==> src/rtl/vga_sync_monitor.sv <==
// vga_sync_monitor: rebuilds VGA raster position from hsync/vsync, checks timing and blanking, captures a probe pixel
// Inputs: clk, reset (sync, active-high), hsync/vsync (active-low), red/green/blue, probe_x/probe_y
// Outputs: locked, x_pos/y_pos, active, frame_start, probe_rgb/probe_valid, h_err/v_err/blank_err, err_count
module vga_sync_monitor #(
  parameter int H_VIS       = 640,
  parameter int H_FP        = 16,
  parameter int H_SYNC      = 96,
  parameter int H_TOTAL     = 800,
  parameter int V_VIS       = 480,
  parameter int V_FP        = 10,
  parameter int V_SYNC      = 2,
  parameter int V_TOTAL     = 525,
  parameter int LOCK_FRAMES = 2
) (
  input  logic        clk,
  input  logic        reset,
  input  logic        hsync,
  input  logic        vsync,
  input  logic [3:0]  red,
  input  logic [3:0]  green,
  input  logic [3:0]  blue,
  input  logic [9:0]  probe_x,
  input  logic [9:0]  probe_y,
  output logic        locked,
  output logic [9:0]  x_pos,
  output logic [9:0]  y_pos,
  output logic        active,
  output logic        frame_start,
  output logic [11:0] probe_rgb,
  output logic        probe_valid,
  output logic        h_err,
  output logic        v_err,
  output logic        blank_err,
  output logic [7:0]  err_count
);
  localparam int HW = $clog2(H_TOTAL + 2);
  localparam int VW = $clog2(V_TOTAL * H_TOTAL + 2);
  localparam int GW = $clog2(LOCK_FRAMES + 1);
  localparam logic [9:0] X_VIS = 10'(H_VIS);
  localparam logic [9:0] Y_VIS = 10'(V_VIS);
  localparam logic [9:0] X_LOAD = 10'(H_VIS + H_FP);
  localparam logic [9:0] Y_LOAD = 10'(V_VIS + V_FP);
  localparam logic [9:0] X_LAST = 10'(H_TOTAL - 1);
  localparam logic [9:0] Y_LAST = 10'(V_TOTAL - 1);
  localparam logic [HW-1:0] H_PER = HW'(H_TOTAL);
  localparam logic [HW-1:0] H_LOW = HW'(H_SYNC);
  localparam logic [VW-1:0] V_PER = VW'(V_TOTAL * H_TOTAL);
  localparam logic [VW-1:0] V_LOW = VW'(V_SYNC * H_TOTAL);
  localparam logic [GW-1:0] GOOD_LAST = GW'(LOCK_FRAMES - 1);
  typedef enum logic [1:0] {SEARCH, ACQ, LOCKED} state_t;
  state_t state_q, state_d;
  logic hs_q, vs_q, vsf_q, h_seen_q, h_seen_d, v_seen_q, v_seen_d, ferr_q, ferr_d;
  logic hs_fall, hs_rise, vs_fall, vs_rise, x_wrap, lock_d, vis_d, err_any, enter_search;
  logic h_err_d, v_err_d, hit_d;
  logic [HW-1:0] hcnt_q;
  logic [VW-1:0] vcnt_q;
  logic [GW-1:0] good_q, good_d;
  logic [9:0] x_q, y_q, x_d, y_d;
  logic [11:0] rgb;
  assign rgb = {red, green, blue};
  // edges of the registered syncs, seen as the new sample arrives
  assign hs_fall = hs_q & ~hsync;
  assign hs_rise = ~hs_q & hsync;
  assign vs_fall = vs_q & ~vsync;
  assign vs_rise = ~vs_q & vsync;
  assign x_wrap = !hs_fall && x_q == X_LAST;
  assign x_d = hs_fall ? X_LOAD : x_wrap ? 10'd0 : x_q + 10'd1;
  assign y_d = vs_fall ? Y_LOAD : !x_wrap ? y_q : y_q == Y_LAST ? 10'd0 : y_q + 10'd1;
  // one counter per axis restarts at each fall: read at the rise it is the low run, at the next fall the period
  assign h_err_d = h_seen_q & ((hs_fall & (hcnt_q != H_PER)) | (hs_rise & (hcnt_q != H_LOW)));
  assign v_err_d = v_seen_q & ((vs_fall & (vcnt_q != V_PER)) | (vs_rise & (vcnt_q != V_LOW)));
  assign err_any = h_err | v_err;
  assign enter_search = state_q == LOCKED && state_d == SEARCH;
  assign h_seen_d = enter_search ? 1'b0 : hs_fall ? 1'b1 : h_seen_q;
  assign v_seen_d = enter_search ? 1'b0 : vs_fall ? 1'b1 : v_seen_q;
  assign lock_d = state_d == LOCKED;
  assign vis_d = x_d < X_VIS && y_d < Y_VIS;
  assign hit_d = lock_d && vis_d && x_d == probe_x && y_d == probe_y;
  assign locked = state_q == LOCKED;
  assign active = locked && x_q < X_VIS && y_q < Y_VIS;
  assign x_pos = x_q;
  assign y_pos = y_q;
  always_comb begin
    state_d = state_q;
    good_d = good_q;
    ferr_d = ferr_q;
    if (state_q == SEARCH) begin
      if (vsf_q) begin
        state_d = ACQ;
        good_d = '0;
        ferr_d = 1'b0;
      end
    end else if (state_q == ACQ) begin
      if (vsf_q) begin
        ferr_d = 1'b0;
        if (err_any || ferr_q) good_d = '0;
        else if (good_q == GOOD_LAST) state_d = LOCKED;
        else good_d = good_q + GW'(1);
      end else if (err_any) begin
        good_d = '0;
        ferr_d = 1'b1;
      end
    end else if (err_any) begin
      state_d = SEARCH;
    end
  end
  always_ff @(posedge clk) begin
    if (reset) begin
      state_q <= SEARCH;
      hs_q <= 1'b1;
      vs_q <= 1'b1;
      vsf_q <= 1'b0;
      h_seen_q <= 1'b0;
      v_seen_q <= 1'b0;
      ferr_q <= 1'b0;
      good_q <= '0;
      hcnt_q <= '0;
      vcnt_q <= '0;
      x_q <= '0;
      y_q <= '0;
      h_err <= 1'b0;
      v_err <= 1'b0;
      blank_err <= 1'b0;
      frame_start <= 1'b0;
      probe_valid <= 1'b0;
      probe_rgb <= '0;
      err_count <= '0;
    end else begin
      state_q <= state_d;
      hs_q <= hsync;
      vs_q <= vsync;
      vsf_q <= vs_fall;
      h_seen_q <= h_seen_d;
      v_seen_q <= v_seen_d;
      ferr_q <= ferr_d;
      good_q <= good_d;
      hcnt_q <= hs_fall ? HW'(1) : &hcnt_q ? hcnt_q : hcnt_q + HW'(1);
      vcnt_q <= vs_fall ? VW'(1) : &vcnt_q ? vcnt_q : vcnt_q + VW'(1);
      x_q <= x_d;
      y_q <= y_d;
      h_err <= h_err_d;
      v_err <= v_err_d;
      blank_err <= lock_d && !vis_d && rgb != 12'h0;
      frame_start <= lock_d && x_d == 10'd0 && y_d == 10'd0;
      probe_valid <= hit_d;
      if (hit_d) probe_rgb <= rgb;
      if ((h_err || v_err || blank_err) && err_count != 8'hFF) err_count <= err_count + 8'd1;
    end
  end
endmodule

==> config.mk <==
export PLATFORM = sky130hd
export DESIGN_NAME = vga_sync_monitor
export DESIGN_NICKNAME = d
export VERILOG_FILES = /design/src/rtl/vga_sync_monitor.sv
export SDC_FILE = /design/constraint.sdc
export NUM_CORES = 1
export LEC_CHECK = 0
export BUFFER_PORTS_ARGS = -buffer_cell sky130_fd_sc_hd__buf_4
export CAP_MARGIN = 5
export CORE_ASPECT_RATIO = 1.1
export CORE_UTILIZATION = 45
export CTS_CLUSTER_DIAMETER = 80
export DETAILED_ROUTE_END_ITERATION = 8
export PLACE_DENSITY = 0.8
export SLEW_MARGIN = 20
export SYNTH_ARGS = -nofsm -noshare
export SYNTH_HDL_FRONTEND = slang
export SYNTH_SLANG_ARGS = --single-unit
export TNS_END_PERCENT = 5
==> constraint.sdc <==
create_clock -name clk -period 2.99 [get_ports clk]
set_input_delay 0.598 -clock clk [delete_from_list [all_inputs] [get_ports clk]]
set_output_delay 0.598 -clock clk [all_outputs]
set_load 0.02 [all_outputs]
==> metrics.md <==
| Metric | Value |
|---|---|
| Clock Skew | approximately 0.0062 ns |
| Crit path launch | x_pos[0]$_SDFF_PP0_ |
| Post-CTS setup buffer count | 0 |
| Clk pin slew, worst setup/hold paths | 0.06 ns |
| Area Overhead vs Synth | 29.2% |
| DR vias | 5084 |
| Setup WS post-layout | slightly below 0.07 ns |
| Rel. slew slack | 0.588 |
| Gr ovfl total | 0 |
| RSZ-0062 raised after global routing | yes |
| Total iterations of the first detailed-routing run | 5 |
| Final non-filler cell total | approximately 870 |
| Status | finished clean |
| Distinct cells, synth | between 60 and 70 |
| Syn Area/Cell | just under 8 sq um |
| CTS Hold Bufs | 0 |
| Met1 WL | roughly 5.6 mm |
| Number of placed I/O pins | 83 |
| Fin area | 6240 sq um |
| TritonCTS clock tree | built |
| CP max FO | 25 |
| Htree depth | 3 |
| WL/cell | ~16 microns |
| Post-DP Area | 5910 sq um |
| Core area | approximately 10000 sq um |
| Power Density | roughly 430 nW/um^2 |
| CP endpoint kind | register |
| Slew Viols, Final | 0 |
| 1st-iter DRT viols | 283 |
| Die X | slightly above 100 microns |
| GPL Wtd Cong | between 0.9 and 1 |
| Actual slew at the worst max-slew pin | about 0.62 ns |
| Critical path type | register to register |
| Cell count of the worst reg-to-reg path | 11 |
| Vias in the first global route | 4801 |
| CP endpoint | probe_rgb[5]$_SDFFE_PP0P_ |
| Final number of setup-violating endpoints | 0 |
| Std-Cell Rows | 39 |
| Antenna violations before repair | 0 |
| Clk pwr share | 0.425 |
| Fin crit share | 0.977 |
| Leak | approximately 0.0024 uW |
| Port-buffer cells | slightly above 80 |
| Sequential share of power | 0.436 |
| Largest net degree at the start of global routing | around 50 |
| FF-to-FF setup slack | 0.07 ns |
| Sequential fraction of the synthesis area | 0.348 |
| Number of synthesized flops with an enable pin | 0 |
| Inserted Diodes | 0 |
| Flops & latches, synth | 84 |
| Clk Latency, worst-skew pair | approximately 0.34 ns |
| Max-Cap Viols | 0 |
| DRC viols | 0 |
| Nets | ~760 |
| Combinational Power Share | 0.139 |
| Gr usage total | 0.255 |
| DR WL met2 | just over 7 mm |
| Final hold viol count | 0 |
| First-pass GRT wire length | ~22 mm |
| ANT nets after route | 0 |
| FMAX | roughly 0.34 GHz |
| CTS Buffer Depth | 2 |
| CTS Sinks | between 80 and 90 |
| Power Internal | roughly 2000 uW |
| Commonest non-fill, non-tap cell in the layout | buf_4 |
| Fillers | 894 |
| Die H | approximately 110 microns |
| Max VDD drop | 258 uV |
| CP Data Required Time | 3.25 ns |
| Cell area after synthesis | between 4000 and 5000 sq um |
| HP Class | register to register |
| Pre-CTS setup slack | -0.0462 ns |
| Reg2reg start | x_pos[0]$_SDFF_PP0_ |
| Initial Util | 0.465 |
| Total die area | 11200 sq um |
| Syn Nets | around 660 |
| Most frequent cells in the layout | 123 x buf_4, 81 x dfxtp_1, 77 x nor2_1 |
| Synth warn | 0 |
| Worst Path Arrival | roughly 3.2 ns |
| Main flop type after synthesis | dfxtp_1 |
| CTS Buf Count | 9 |
| Layout cells sized above 1 | 0.231 |
| DP HPWL | between 10 and 15 mm |
| Clk root buf | clkbuf_16 |
| Ys async rst share | 0 |
| Switching Share | 0.251 |
| Number of instances in the placed design | about 850 |
| CP startpoint kind | register |
| Period minus WS final | between 2 and 3 ns |
| Detailed Route WL | between 10 and 15 mm |
| Post-Synthesis Cells | approximately 600 |
| Via density | 5.87 |
| Reg2reg end | probe_rgb[5]$_SDFFE_PP0P_ |
| Max layer used | met4 |
| Sw power | slightly below 700 uW |
| Metal3 WL | 1.06 mm |
layout make-up:
type                       count  area [sq um]  share of cell area
clock inverter                 3          43.8             0.00702
inverter                      34           128              0.0204
multi-input combinational    462          2920               0.468
clock buffer                  12           258              0.0413
timing repair buffer         128          1020               0.164
sequential                    84          1690               0.270
tap                          143           179              0.0287
cells in the mapped netlist (all sizes together), types with 6 or more instances:
cell / instances / share of area
and3: 12 / 0.017
ha: 9 / 0.023
nand4: 24 / 0.031
a31o: 14 / 0.025
nand2: 36 / 0.028
dfxtp: 84 / 0.35
nor2: 77 / 0.060
nor4: 10 / 0.019
a21o: 8 / 0.012
clkbuf: 25 / 0.020
inv: 34 / 0.026
xnor2: 13 / 0.024
xor2: 22 / 0.040
a31oi: 9 / 0.012
a21oi: 39 / 0.040
nor3: 23 / 0.024
buf: 7 / 0.0098
nor2b: 10 / 0.013
and4: 6 / 0.011
o21ai: 22 / 0.023
nand3: 29 / 0.030
nand2b: 8 / 0.010
or3: 11 / 0.014
o21a: 6 / 0.0093
metal layers:
layer | vias to the layer above | track usage
li1 | 2425 | -
met1 | 2388 | 0.305
met2 | 226 | 0.436
met3 | 45 | 0.0473
met4 | 0 | 0.116
met5 | - | 0
worst min path at each step:
stage               slack (ns)                     to                   from  depth (start not counted)
global placement          0.45  v_seen_q$_SDFFE_PP0P_  v_seen_q$_SDFFE_PP0P_                          1
finish                    0.46       vsf_q$_SDFF_PP0_        vs_q$_SDFF_PP1_                          2
floorplan                 0.43  h_seen_q$_SDFFE_PP0N_  h_seen_q$_SDFFE_PP0N_                          1
detailed placement        0.45  v_seen_q$_SDFFE_PP0P_  v_seen_q$_SDFFE_PP0P_                          1
CTS                       0.46       vsf_q$_SDFF_PP0_        vs_q$_SDFF_PP1_                          2
global route              0.48       v_err$_SDFF_PP0_  v_seen_q$_SDFFE_PP0P_                          1
power by group through the flow:
| stage | Sequential, uW | Clock [uW] | Combinational [uW] |
|---|---|---|---|
| floorplan | 1210 | 0 | 177 |
| global placement | 1190 | 0 | 353 |
| detailed placement | 1190 | 0 | 361 |
| CTS | 1170 | 1150 | 365 |
| global route | 1170 | 1210 | 399 |
| finish | 1170 | 1140 | 372 |
worst max-delay path: stages, from the launching register on:
cell and delay [ns]:
dfxtp_4 0.36, ha_4 0.16, nand4_1 0.17, or4_4 0.53, or3_1 0.36, and3_4 0.21, o311ai_1 0.28, buf_4 0.18
nor4_4 0.05, buf_12 0.17, a31o_2 0.24, a21oi_1 0.13
kinds of logic (layout without fill, tap and decap cells):
kind of cell	after synthesis	count (layout)	synth area share
buffers and inverters	66	177	0.0560
XOR/XNOR	35	35	0.0635
flip-flops	84	84	0.348
adder cells (fa/ha/maj)	9	9	0.0233
AO/OA/AOI/OAI	136	136	0.187
AND/OR/NAND/NOR	275	275	0.308
multiplexers	7	7	0.0150
registers in the layout, summed over array words and instances (netlist names), 2 cells and up:
name,flops
err_count,8
good_q,2
hcnt_q,10
probe_rgb,12
vcnt_q,19
x_pos,10
state_q,2
y_pos,10
per-stage QoR:
step / power, uW / hold slack [ns] / setup TNS (ns) / util
detailed placement: 1550 / 0.450 / -0.443 / 0.569
global placement: 1540 / 0.449 / 0 / 0.569
global route: 2770 / 0.485 / -0.537 / 0.600
CTS: 2680 / 0.464 / 0 / 0.598
floorplan: 1390 / 0.432 / -0.392 / -
finish: 2680 / 0.459 / 0 / 0.600
timing repair:
item	4_1_cts	5_1_grt
resized for setup	1	5
setup endpoints to repair	10	13
gates cloned	0	0
pin swaps	0	2
Note: power is estimated with default switching activity, not from simulation.
